--- config.mk ---
export PLATFORM = sky130hd
export DESIGN_NAME = d_flipflop_sync_edge
export DESIGN_NICKNAME = d
export VERILOG_FILES = /design/src/rtl/d_flipflop_sync_edge.sv
export SDC_FILE = /design/constraint.sdc
export NUM_CORES = 1
export LEC_CHECK = 0
export BUFFER_PORTS_ARGS = -buffer_cell sky130_fd_sc_hd__buf_4
export CAP_MARGIN = 30
export CORE_AREA = 4 4 41 43
export CTS_CLUSTER_DIAMETER = 150
export CTS_CLUSTER_SIZE = 14
export DETAILED_ROUTE_END_ITERATION = 12
export DIE_AREA = 0 0 45 47
export HOLD_SLACK_MARGIN = 0.02
export PLACE_DENSITY = 0.72
export SYNTH_ARGS = -nofsm -noshare
export SYNTH_HDL_FRONTEND = slang
export SYNTH_SLANG_ARGS = --single-unit
--- constraint.sdc ---
create_clock -name clock -period 1.8 [get_ports clock]
set_input_delay 0.36 -clock clock [delete_from_list [all_inputs] [get_ports clock]]
set_output_delay 0.36 -clock clock [all_outputs]
set_load 0.05 [all_outputs]
--- src/rtl/d_flipflop_sync_edge.sv ---
// Purpose: synchronise an async 1-bit input, optionally debounce it, emit clean level, rise/fall pulses, rise count.
// Latency: q follows d SYNC_STAGES+1 edges after capture (plus FILTER_CYCLES with D_FLIPFLOP_SYNC_FILTER_EN).
// Backpressure: none; the input is sampled every cycle and outputs are plain registered levels/pulses.
module d_flipflop_sync_edge #(
    parameter int SYNC_STAGES   = 2,
    parameter int FILTER_CYCLES = 4,
    parameter int COUNT_WIDTH   = 8
) (
    input  logic                   clock,
    input  logic                   reset_n,
    input  logic                   d,
    output logic                   q,
    output logic                   qbar,
    output logic                   rise,
    output logic                   fall,
    output logic [COUNT_WIDTH-1:0] edge_count
);

    // Reject illegal configurations at elaboration time.
    if (SYNC_STAGES < 2 || SYNC_STAGES > 4) begin : g_bad_sync
        $error("SYNC_STAGES must be in 2..4");
    end
    if (FILTER_CYCLES < 1 || FILTER_CYCLES > 65535) begin : g_bad_filter
        $error("FILTER_CYCLES must be in 1..65535");
    end

    logic [SYNC_STAGES-1:0] sync;
    logic                   s;

    assign s = sync[SYNC_STAGES-1];

    // Plain flop chain; nothing between stages so each stage gets a full cycle to resolve.
    always_ff @(posedge clock or negedge reset_n) begin
        if (!reset_n) begin
            sync <= '0;
        end else begin
            sync <= {sync[SYNC_STAGES-2:0], d};
        end
    end

`ifdef D_FLIPFLOP_SYNC_FILTER_EN
    localparam int FW = $clog2(FILTER_CYCLES) + 1;
    localparam logic [FW-1:0] CNT_LAST = FW'(FILTER_CYCLES - 1);

    typedef enum logic [1:0] {
        LOW       = 2'd0,
        QUAL_HIGH = 2'd1,
        HIGH      = 2'd2,
        QUAL_LOW  = 2'd3
    } state_t;

    logic [FW-1:0] cnt, cnt_nxt;
`else
    typedef enum logic {
        LOW  = 1'b0,
        HIGH = 1'b1
    } state_t;
`endif

    state_t                 state, state_nxt;
    logic                   q_nxt, qbar_nxt, rise_nxt, fall_nxt;
    logic [COUNT_WIDTH-1:0] count_nxt;

    // State and every output are registered so q/qbar/pulses/count all change on the same edge.
    always_ff @(posedge clock or negedge reset_n) begin
        if (!reset_n) begin
            state      <= LOW;
            q          <= 1'b0;
            qbar       <= 1'b1;
            rise       <= 1'b0;
            fall       <= 1'b0;
            edge_count <= '0;
`ifdef D_FLIPFLOP_SYNC_FILTER_EN
            cnt        <= '0;
`endif
        end else begin
            state      <= state_nxt;
            q          <= q_nxt;
            qbar       <= qbar_nxt;
            rise       <= rise_nxt;
            fall       <= fall_nxt;
            edge_count <= count_nxt;
`ifdef D_FLIPFLOP_SYNC_FILTER_EN
            cnt        <= cnt_nxt;
`endif
        end
    end

    // Next-state logic: a level is accepted only once s has held long enough; pulses default low.
    always_comb begin
        state_nxt = state;
        q_nxt     = q;
        qbar_nxt  = qbar;
        rise_nxt  = 1'b0;
        fall_nxt  = 1'b0;
        count_nxt = edge_count;
`ifdef D_FLIPFLOP_SYNC_FILTER_EN
        cnt_nxt   = cnt;
        case (state)
            LOW: begin
                if (s) begin
                    state_nxt = QUAL_HIGH;
                    cnt_nxt   = '0;
                end
            end
            QUAL_HIGH: begin
                if (!s) begin
                    state_nxt = LOW;
                    cnt_nxt   = '0;
                end else if (cnt == CNT_LAST) begin
                    state_nxt = HIGH;
                    q_nxt     = 1'b1;
                    qbar_nxt  = 1'b0;
                    rise_nxt  = 1'b1;
                    count_nxt = edge_count + COUNT_WIDTH'(1);
                end else begin
                    cnt_nxt = cnt + FW'(1);
                end
            end
            HIGH: begin
                if (!s) begin
                    state_nxt = QUAL_LOW;
                    cnt_nxt   = '0;
                end
            end
            QUAL_LOW: begin
                if (s) begin
                    state_nxt = HIGH;
                    cnt_nxt   = '0;
                end else if (cnt == CNT_LAST) begin
                    state_nxt = LOW;
                    q_nxt     = 1'b0;
                    qbar_nxt  = 1'b1;
                    fall_nxt  = 1'b1;
                end else begin
                    cnt_nxt = cnt + FW'(1);
                end
            end
            default: begin
                state_nxt = LOW;
            end
        endcase
`else
        case (state)
            LOW: begin
                if (s) begin
                    state_nxt = HIGH;
                    q_nxt     = 1'b1;
                    qbar_nxt  = 1'b0;
                    rise_nxt  = 1'b1;
                    count_nxt = edge_count + COUNT_WIDTH'(1);
                end
            end
            HIGH: begin
                if (!s) begin
                    state_nxt = LOW;
                    q_nxt     = 1'b0;
                    qbar_nxt  = 1'b1;
                    fall_nxt  = 1'b1;
                end
            end
            default: begin
                state_nxt = LOW;
            end
        endcase
`endif
    end

endmodule

**Word level (Yosys, flattened, before mapping)**

Index checks and enable logic that the tools add are counted.

- Memories: 0
- RAM bits: 0
- Latch bits: 0
- Bits in read-only memories: 0
- Word-level logic and storage cells: 23
- Input bits: 3
- Flip-flop bits (word level): 15
- Output and inout port bits: 12

- Magnitude comparators: 0
- Reductions and logical operators: 2
- Shift operators: 0
- Multiplexer cells: 10
- Bitwise gates (word level): 1
- Div/mod/pow operators: 0
- Add/sub/neg operators: 1
- Equal/unequal tests: 2
- Multipliers: 0

Operator list:

| kind | count |
|---|---|
| $add 8x1->8 const B | 1 |
| $mux 1 | 8 |
| $ne 2x2->1 const B | 2 |
| $pmux 1 s2 | 2 |
| $reduce_and 2->1 | 2 |
| $not 1->1 | 1 |

**Depth between registers and ports, before layout**

Gate-level depths: netlist of the first run.

- Depth after elaboration: 3
- Depth in mapped cells: 5
- Mapped depth without buffers: 5

**Least setup slack after synthesis of the first run**

No wires, ideal clock.

- Kind: register -> register
- Start: register edge_count[2]
- End: register edge_count[6]
- Buffers on the path: 0
- Data required time: 1.658 ns
- Data arrival time: 1.206 ns
- Cell stages (with the launch flop): 4
- Setup slack: 0.452 ns
- Clock period less this slack: 1.348 ns
- Library setup time: 0.142 ns
- Cells stage by stage: dfrtp_1 -> and3_1 -> nand4_1 -> xnor2_1

- Longest elaborated chain between the ends: 1

Ends and longest elaborated chain:

| item | RTL line | RTL |
|---|---|---|
| start: declaration | 16 | `output logic [COUNT_WIDTH-1:0] edge_count` |
| start signal: assignment | 82 | `edge_count <= count_nxt;` |
| $add 8x1->8 | 151 | `count_nxt = edge_count + COUNT_WIDTH'(1);` |

Every way passes these cells.
A chain may end at the register's enable or synchronous reset.

**Worst setup path in the final report of the first run**

- Start: register state
- End: register edge_count[7]

- Longest elaborated chain between the ends: 2

Ends and longest elaborated chain:

| item | RTL line | RTL |
|---|---|---|
| start: declaration | 60 | `state_t state, state_nxt;` |
| start signal: assignment | 77 | `state <= state_nxt;` |
| $not 1->1 | n/a |  |
| $reduce_and 2->1 (no source line) | n/a |  |

Every way passes these cells.

==> results of run 1 <==
## layer usage
metal | vias up | global-route usage [%]
li1 | 171 | -
met1 | 162 | 12.8
met2 | 16 | 12.4
met3 | 6 | 2.68
met4 | 0 | 12.3
met5 | - | 0
## how the worst min path moves through the flow
stage,end,slack (ns),depth (start not counted)
global placement,fall,0.22,1
floorplan,edge_count[0],0.06,0
CTS,sync[0],0.17,1
global route,sync[0],0.17,1
finish,sync[0],0.18,1
detailed placement,fall,0.22,1
## worst max-delay path, cell delays in order (launching register included)
cell and delay, ns:
dfrtp_1 0.41, inv_1 0.08, ha_1 0.30, and3_4 0.25
nand4_2 0.11, xnor2_1 0.13
## flip-flops by register name, indices dropped and copies added, names as in the netlist
name        flops
fall            1
qbar            1
state           1
rise            1
edge_count      8
q               1
sync            2
## stage by stage
step                      total power [mW]  worst slack, ns  utilization [%]  instances
after global placement               0.983            0.420             53.0         69
after CTS                             1.18            0.399             55.8         74
after global routing                  1.23            0.315             55.8         74
after detailed placement             0.990            0.412             53.0         69
final                                 1.17            0.411             55.8         74
after floorplan                      0.834            0.452                -         40
## cells in the mapped netlist
library cell | count | area share, %
inv_1 | 2 | 1.3
dfstp_2 | 1 | 4.6
o21ai_0 | 2 | 1.8
xor2_1 | 1 | 1.5
nand4_1 | 2 | 2.2
and3_1 | 1 | 1.1
xnor2_1 | 6 | 9.3
mux2_2 | 1 | 2.0
dfrtp_1 | 14 | 62
and3_4 | 1 | 2.0
nand4_2 | 1 | 2.2
nand2_1 | 5 | 3.3
ha_1 | 3 | 6.6
## power by group through the flow
stage | Combinational, mW | Clock, mW | Sequential [mW]
finish | 0.491 | 0.193 | 0.488
detailed placement | 0.494 | 0 | 0.495
floorplan | 0.0998 | 0 | 0.734
global placement | 0.489 | 0 | 0.494
CTS | 0.497 | 0.196 | 0.491
global route | 0.518 | 0.208 | 0.505
## kinds of logic after synthesis
logic type | synth area share [%]
flip-flops | 66.6
AND/OR/NAND/NOR | 10.8
XOR/XNOR | 10.8
adder cells (fa/ha/maj) | 6.64
AO/OA/AOI/OAI | 1.77
buffers and inverters | 1.33
multiplexers | 1.99
## area by class of cell
| cell class | instances | area share (%) |
|---|---|---|
| Clock buffer | 4 | 3.62 |
| Timing Repair Buffer | 15 | 15.9 |
| Sequential cell | 15 | 51.9 |
| Tap cell | 15 | 2.59 |
| Multi-Input combinational cell | 23 | 25.0 |
| Inverter | 2 | 1.03 |
==> metrics.cfg, run 1 <==
[sta]
max_freq_mhz=720
worst_slew_pin_slew_ns=0.264
fin_crit_ns=1.39
maxSlewViolCount=0
fin_skew_ns=0.00733
hold_viol_final=0
fin_crit_sh_pct=77.2
rsz0062_at_grt=false
setup_viol=0
maxSlewHeadroom_pct=82.4
setup_tns_ns=0
hold_slack_ns=0.178

[cts]
clockBufferDepth=2
cts_setup_buffers=0
clkTransAtPathRegs_ns=0.09
postCtsHoldBufs=1
clockRootBuffer=clkbuf_4
cts_tree=yes
cts_num_sinks=15
post_cts_resized=0
clock_latency_ns=0.29
cts_max_level=1
cts_buffers=3

[pwr]
p_switching_mw=0.513
switching_share_pct=43.8
peakVddDrop_mv=0.741
p_int_mw=0.659
powerDensity_nw_per_um2=1610
power_frac_seq_pct=41.7
comb_power_share_pct=41.9
clockPowerShare_pct=16.4
leakagePower_nw=0.361

[worst_setup_path]
worstPathArrival_ns=1.57
reg2reg_to=edge_count[7]
critical_path.max_fanout=7
crit-reg2reg-launch=state
crit_path_start=state
end_kind=register
critPathCapture=edge_count[7]
ff2ff_setup_slack_ns=0.41
worstRegToRegCells=5
start_kind=register
crit_required_ns=1.98
critPathKind=reg -> reg

[worst_hold_path]
hold_class=in -> reg
hold_start=d

[final_layout]
fill_cells=116
layout-drive-gt1-share_pct=35.6
diodes=0
syn2layout_area_growth_pct=28.3
final_area_um2=726
num-nets-final=66
multi_input_area_um2=181
final_cell_mix=14 x dfrtp_1, 14 x buf_4, 6 x xnor2_1
regArea_um2=377

[grt]
grt_pass1_vias=327
grt_max_degree=16
grt_pass1_wl_um=1400
grt_util_all_layers_pct=10.1
gr-total-overflow=0
antenna_found_initial=0

[die]
die-area_um2=2120
die_h_um=47
coreArea_um2=1300
ios=15
rows=13
die_w_um=45
initial_core_util_pct=43.5

[detailed_routing]
drt-met1-wl_um=395
wl_met3_um=82
maxUsedRoutingLayer=met4
wirelength_um=890
via_count=355
dr.pass1.iters=4
ant_nets=0
wire_per_inst_um=12.0
drcViolationCount=0
wl_met2_um=373
avgViaCountPerCell=4.80
drt-initial-drc-count=2

[flow_run]
cap_violations=0

[yosys]
ys_seq_elements=15
synthCells=40
yosysWarningCount=0
ys_seq_area_share_pct=66.6
syn_avg_cell_area_um2=14.1
syn_area_um2=566
synth_nets=46
ys_types=13

[run_status]
outcome=finished clean

[placement]
numPortBuffers=14
place.gp.congestion=0.723
dpl.hpwl_um=636
placed_area_um2=689

Note: power is estimated with default switching activity, not from simulation.
==> run 2: changes to the inputs <==
--- a/config.mk
+++ b/config.mk
@@ -5,6 +5,7 @@
 export SDC_FILE = /design/constraint.sdc
 export NUM_CORES = 1
 export LEC_CHECK = 0
+export ABC_AREA = 1
 export BUFFER_PORTS_ARGS = -buffer_cell sky130_fd_sc_hd__buf_4
 export CAP_MARGIN = 30
 export CORE_AREA = 4 4 41 43
@@ -13,7 +14,7 @@
 export DETAILED_ROUTE_END_ITERATION = 12
 export DIE_AREA = 0 0 45 47
 export HOLD_SLACK_MARGIN = 0.02
-export PLACE_DENSITY = 0.72
+export PLACE_DENSITY = 0.75
 export SYNTH_ARGS = -nofsm -noshare
 export SYNTH_HDL_FRONTEND = slang
 export SYNTH_SLANG_ARGS = --single-unit
==> constraint.sdc (replaced) <==
create_clock -name clock -period 1.35 [get_ports clock]
set_input_delay 0.27 -clock clock [delete_from_list [all_inputs] [get_ports clock]]
set_output_delay 0.27 -clock clock [all_outputs]
set_load 0.05 [all_outputs]
==> metrics.cfg, run 2 <==
[yosys]
synthFlopType=dfrtp_1
muxShareOfSynthArea_pct=1.84
ys_types=17
synth_top_area_cell=dfrtp_1
ys_seq_elements=15
async_flop_share_pct=100
synthXorXnorAreaFrac_pct=7.17
syn_avg_cell_area_um2=11.5
syn_area_um2=611
synth_area_leaders=dfrtp_1 57%, ha_1 6.1%, nand2_1 6.1%
synth_common_cells=14 x dfrtp_1, 10 x nand2_1, 8 x inv_1
yosys.area.top_type_share_pct=57.4
synthSimpleGateAreaFrac_pct=16.6
synth_top_family_by_area=simple AND/OR/NAND/NOR gates
ys_seq_area_share_pct=61.7
synth-adder-area-share_pct=6.15
synth-compound-area-share_pct=1.64
synth.most_common_cell=dfrtp_1
synthCells=53
synth_nets=59
yosysWarningCount=0
synth_edf_count=0

[worst_hold_path]
min_to=sync[0]
hold_depth=1
hold_class=in -> reg
hold_start=d

[worst_setup_path]
crit_required_ns=1.08
crit-reg2reg-launch=state
reg2reg_to=edge_count[1]
end_kind=output port
start_kind=register
cpPeakStageDelay_ns=0.54
cpMaxStageDelayCell=dfstp_2
ff2ff_setup_slack_ns=0.17
path_cells=buf_4
worstPathArrival_ns=0.99
critical_path.max_fanout=2
crit_buf_inv=1
critPathKind=reg -> out
worstRegToRegCells=4
cp_top_family=flip-flops

[final_layout]
syn2layout_area_growth_pct=34.4
fill_cells=117
largest-register=edge_count
diodes=0
final_cell_mix=18 x buf_4, 12 x dfrtp_1, 10 x nand2_1
final_area_um2=821
largest_register_ffs=8
num-nets-final=83
final_util_pct=63.1
layout-drive-gt1-share_pct=38.2
layout.cells.non_filler=91
layout_commonest_cell=buf_4
reg.largest.list=edge_count x8, sync x2

[sta]
max_freq_mhz=793
maxSlewHeadroom_pct=87.6
fin_crit_ns=1.26
setup_ws_ns=0.0897
setup_viol=0
setup_tns_ns=0
rsz0062_at_grt=false
fin_crit_sh_pct=93.4
fin_skew_ns=0.00232
hold_slack_ns=0.103
worst_slew_pin_slew_ns=0.187
maxSlewViolCount=0
hold_viol_final=0

[detailed_routing]
via_count=410
avgViaCountPerCell=4.51
wirelength_um=1000
drcViolationCount=0
wire_per_inst_um=11.0
ant_nets=0
dr.pass1.iters=2
drt-initial-drc-count=1

[grt]
grt_util_all_layers_pct=11.8
grt_pass1_vias=411
grt_pass1_wl_um=1770
gr-total-overflow=0
antenna_found_initial=0
grt_max_degree=16

[placement]
placed_area_um2=737
dpl.hpwl_um=710
numPortBuffers=14
dp_slack_ns=0.0268
place.gp.congestion=0.734
dp.cells=82

[die]
die-area_um2=2120
initial_core_util_pct=46.9
ios=15
coreArea_um2=1300
die_h_um=47
rows=13
die_w_um=45

[pwr]
powerDensity_nw_per_um2=1950
finalPower_mw=1.60
peakVddDrop_mv=1.12
leakagePower_nw=0.427

[run_status]
outcome=finished clean

[cts]
cts_max_level=1
cts_tree=yes
cts_buffers=3
clockBufferDepth=2
cts_num_sinks=15
clockRootBuffer=clkbuf_4
clock_latency_ns=0.27
clkTransAtPathRegs_ns=0.08

[flow_run]
cap_violations=0

## run 2: cell count changes after synthesis, moves of 2 or more
cell and delta:
inv_1 +6, nand2_1 +5, xnor2_1 -4, nand3_1 +2
xor2_1 +2
## run 2: kinds of logic after synthesis
| group | after synthesis |
|---|---|
| xor gates and xnor gates | 5 |
| muxes | 1 |
| adders and majority gates | 3 |
| and+or+nand+nor | 19 |
| buffers and inverters | 8 |
| AOI/OAI and AO/OA | 2 |
| DFF | 15 |
## run 2: area by class of cell
type,count,area [µm²],share of cell area [%]
flip-flops and latches,15,379,46.2
multi-input cells,30,221,27.0
repair buffers,19,145,17.7
inverters,8,30.0,3.66
clock buffers,4,26.3,3.20
well taps,15,18.8,2.29
## run 2: metal layers
layer	wire length, µm	vias up	global-route usage, %
met5	0	-	0
met4	12	0	7.02
met3	49	2	2.30
met2	487	8	17.2
met1	451	187	16.3
li1	-	213	-
## run 2: worst max-delay path by stage
stage,startpoint,end,cells past startpoint
after CTS,state,edge_count[7],7
final,qbar,qbar,1
after floorplan,edge_count[2],edge_count[4],4
after detailed placement,state,edge_count[7],7
after global placement,state,edge_count[7],7
after global routing,state,edge_count[7],7
## run 2: repair_timing
action | 4_1_cts | 5_1_grt
resized for setup | 0 | 3
endpoints found under the hold margin | 14 | 0
hold buffers | 1 | 0
buffers inserted | 0 | 4
endpoints found under the setup margin | 0 | 4
## run 2: power by group
group	internal, mW	leakage (nW)	switching [mW]	total (mW)
combinational	0.216	0.228	0.463	0.679
sequential	0.555	0.184	0.126	0.682
clock	0.114	0.0150	0.126	0.240
total	0.885	0.427	0.715	1.60
==> run 3: changes to the inputs <==
==> constraint.sdc (replaced) <==
create_clock -name clock -period 1.3 [get_ports clock]
set_input_delay 0.26 -clock clock [delete_from_list [all_inputs] [get_ports clock]]
set_output_delay 0.26 -clock clock [all_outputs]
set_load 0.05 [all_outputs]
==> metrics.cfg, run 3 (synthesis gave the netlist of run 2 again) <==
[sta]
maxSlewHeadroom_pct=86.4
max_freq_mhz=800
fin_crit_ns=1.25
fin_skew_ns=0.000741
setup_viol=0
setup_tns_ns=0
fin_crit_sh_pct=96.1
worst_slew_pin_slew_ns=0.204
hold_viol_final=0
hold_slack_ns=0.0934
maxSlewViolCount=0
setup_ws_ns=0.0505
rsz0062_at_grt=false

[final_layout]
multi_input_area_um2=221
final_cell_mix=16 x buf_4, 11 x dfrtp_1, 10 x nand2_1
syn2layout_area_growth_pct=32.2
layout_commonest_cell=buf_4
regArea_um2=380
largest_register_ffs=8
diodes=0
final_area_um2=807
reg.largest.list=edge_count x8, sync x2
num-nets-final=81
fill_cells=124
largest-register=edge_count
layout-drive-gt1-share_pct=39.2
layout.cells.non_filler=89

[die]
ios=15
rows=13
coreArea_um2=1300
initial_core_util_pct=46.9
die_h_um=47
die_w_um=45
die-area_um2=2120

[placement]
dpl.hpwl_um=701
placed_area_um2=746
dp_slack_ns=0.00840
place.gp.congestion=0.652
dp.cells=83
numPortBuffers=14

[grt]
grt_pass1_wl_um=1550
grt_util_all_layers_pct=10.3
grt_pass1_vias=399
antenna_found_initial=0
gr-total-overflow=0
grt_max_degree=16

[worst_setup_path]
cpPeakStageDelay_ns=0.53
critPathKind=reg -> out
critical_path.max_fanout=2
crit_required_ns=1.04
worstPathArrival_ns=0.99
crit_buf_inv=1
start_kind=register
cp_top_family=flip-flops
end_kind=output port
cpMaxStageDelayCell=dfstp_2
path_cells=buf_4

[pwr]
powerDensity_nw_per_um2=2040
leakagePower_nw=0.414
p_switching_mw=0.731
p_int_mw=0.917
clockPowerShare_pct=14.9
peakVddDrop_mv=1.51
switching_share_pct=44.4
power_frac_seq_pct=43.2
comb_power_share_pct=41.9

[cts]
clkTransAtPathRegs_ns=0.08
clockRootBuffer=clkbuf_4
cts_buffers=3
cts_max_level=1
cts_tree=yes
clock_latency_ns=0.27
cts_num_sinks=15
clockBufferDepth=2

[detailed_routing]
dr.pass1.iters=2
drcViolationCount=0
drt-initial-drc-count=6
avgViaCountPerCell=4.58
ant_nets=0
wire_per_inst_um=10.4
via_count=408
wirelength_um=930

[flow_run]
cap_violations=0

[worst_hold_path]
hold_class=in -> reg

[run_status]
outcome=finished clean

run 3: timing repair:
action,4_1_cts,5_1_grt
resized for setup,1,3
pin swaps,0,1
setup endpoints to repair,1,3
endpoints found under the hold margin,14,0
hold buffers,1,0
setup buffers,0,1
run 3: metrics by stage:
| stage | utilization [%] | total power, mW |
|---|---|---|
| after floorplan | - | 1.19 |
| after global placement | 57.3 | 1.40 |
| after detailed placement | 57.3 | 1.40 |
| after CTS | 60.3 | 1.67 |
| after global routing | 62.0 | 1.74 |
| final | 62.0 | 1.65 |
run 3: final cells by class:
cell class / count / share of cell area [%]
sequential: 15 / 47.1
tap: 15 / 2.33
multi-input combinational: 30 / 27.4
timing repair buffer: 17 / 16.1
inverter: 8 / 3.72
clock buffer: 4 / 3.26
run 3: routing by layer:
metal / share of wire [%] / up-vias / global-route usage, % / wire length, µm
met5: 0 / - / 0 / 0
met4: 1.5 / 0 / 5.26 / 14
met3: 4.6 / 2 / 2.30 / 43
met2: 45 / 8 / 16.4 / 420
met1: 48 / 188 / 13.1 / 450
li1: - / 210 / - / -
run 3: worst paths after layout:
kind                            startpoint             to  slack, ns  cells after the start
min in group asynchronous          reset_n        sync[0]       0.37                      2
max in group asynchronous          reset_n           qbar       0.69                      2
worst max register to register     sync[1]  edge_count[1]       0.12                      3
worst min-delay path                     d        sync[0]       0.09                      1
worst min register to register     sync[0]        sync[1]       0.35                      0
worst max-delay path                  qbar           qbar       0.05                      1
run 3: power groups by stage:
stage / Combinational (mW) / Sequential [mW] / Clock, mW
after global placement: 0.683 / 0.721 / 0
after floorplan: 0.148 / 1.04 / 0
after global routing: 0.730 / 0.735 / 0.279
final: 0.690 / 0.712 / 0.246
after CTS: 0.689 / 0.712 / 0.264
after detailed placement: 0.684 / 0.721 / 0
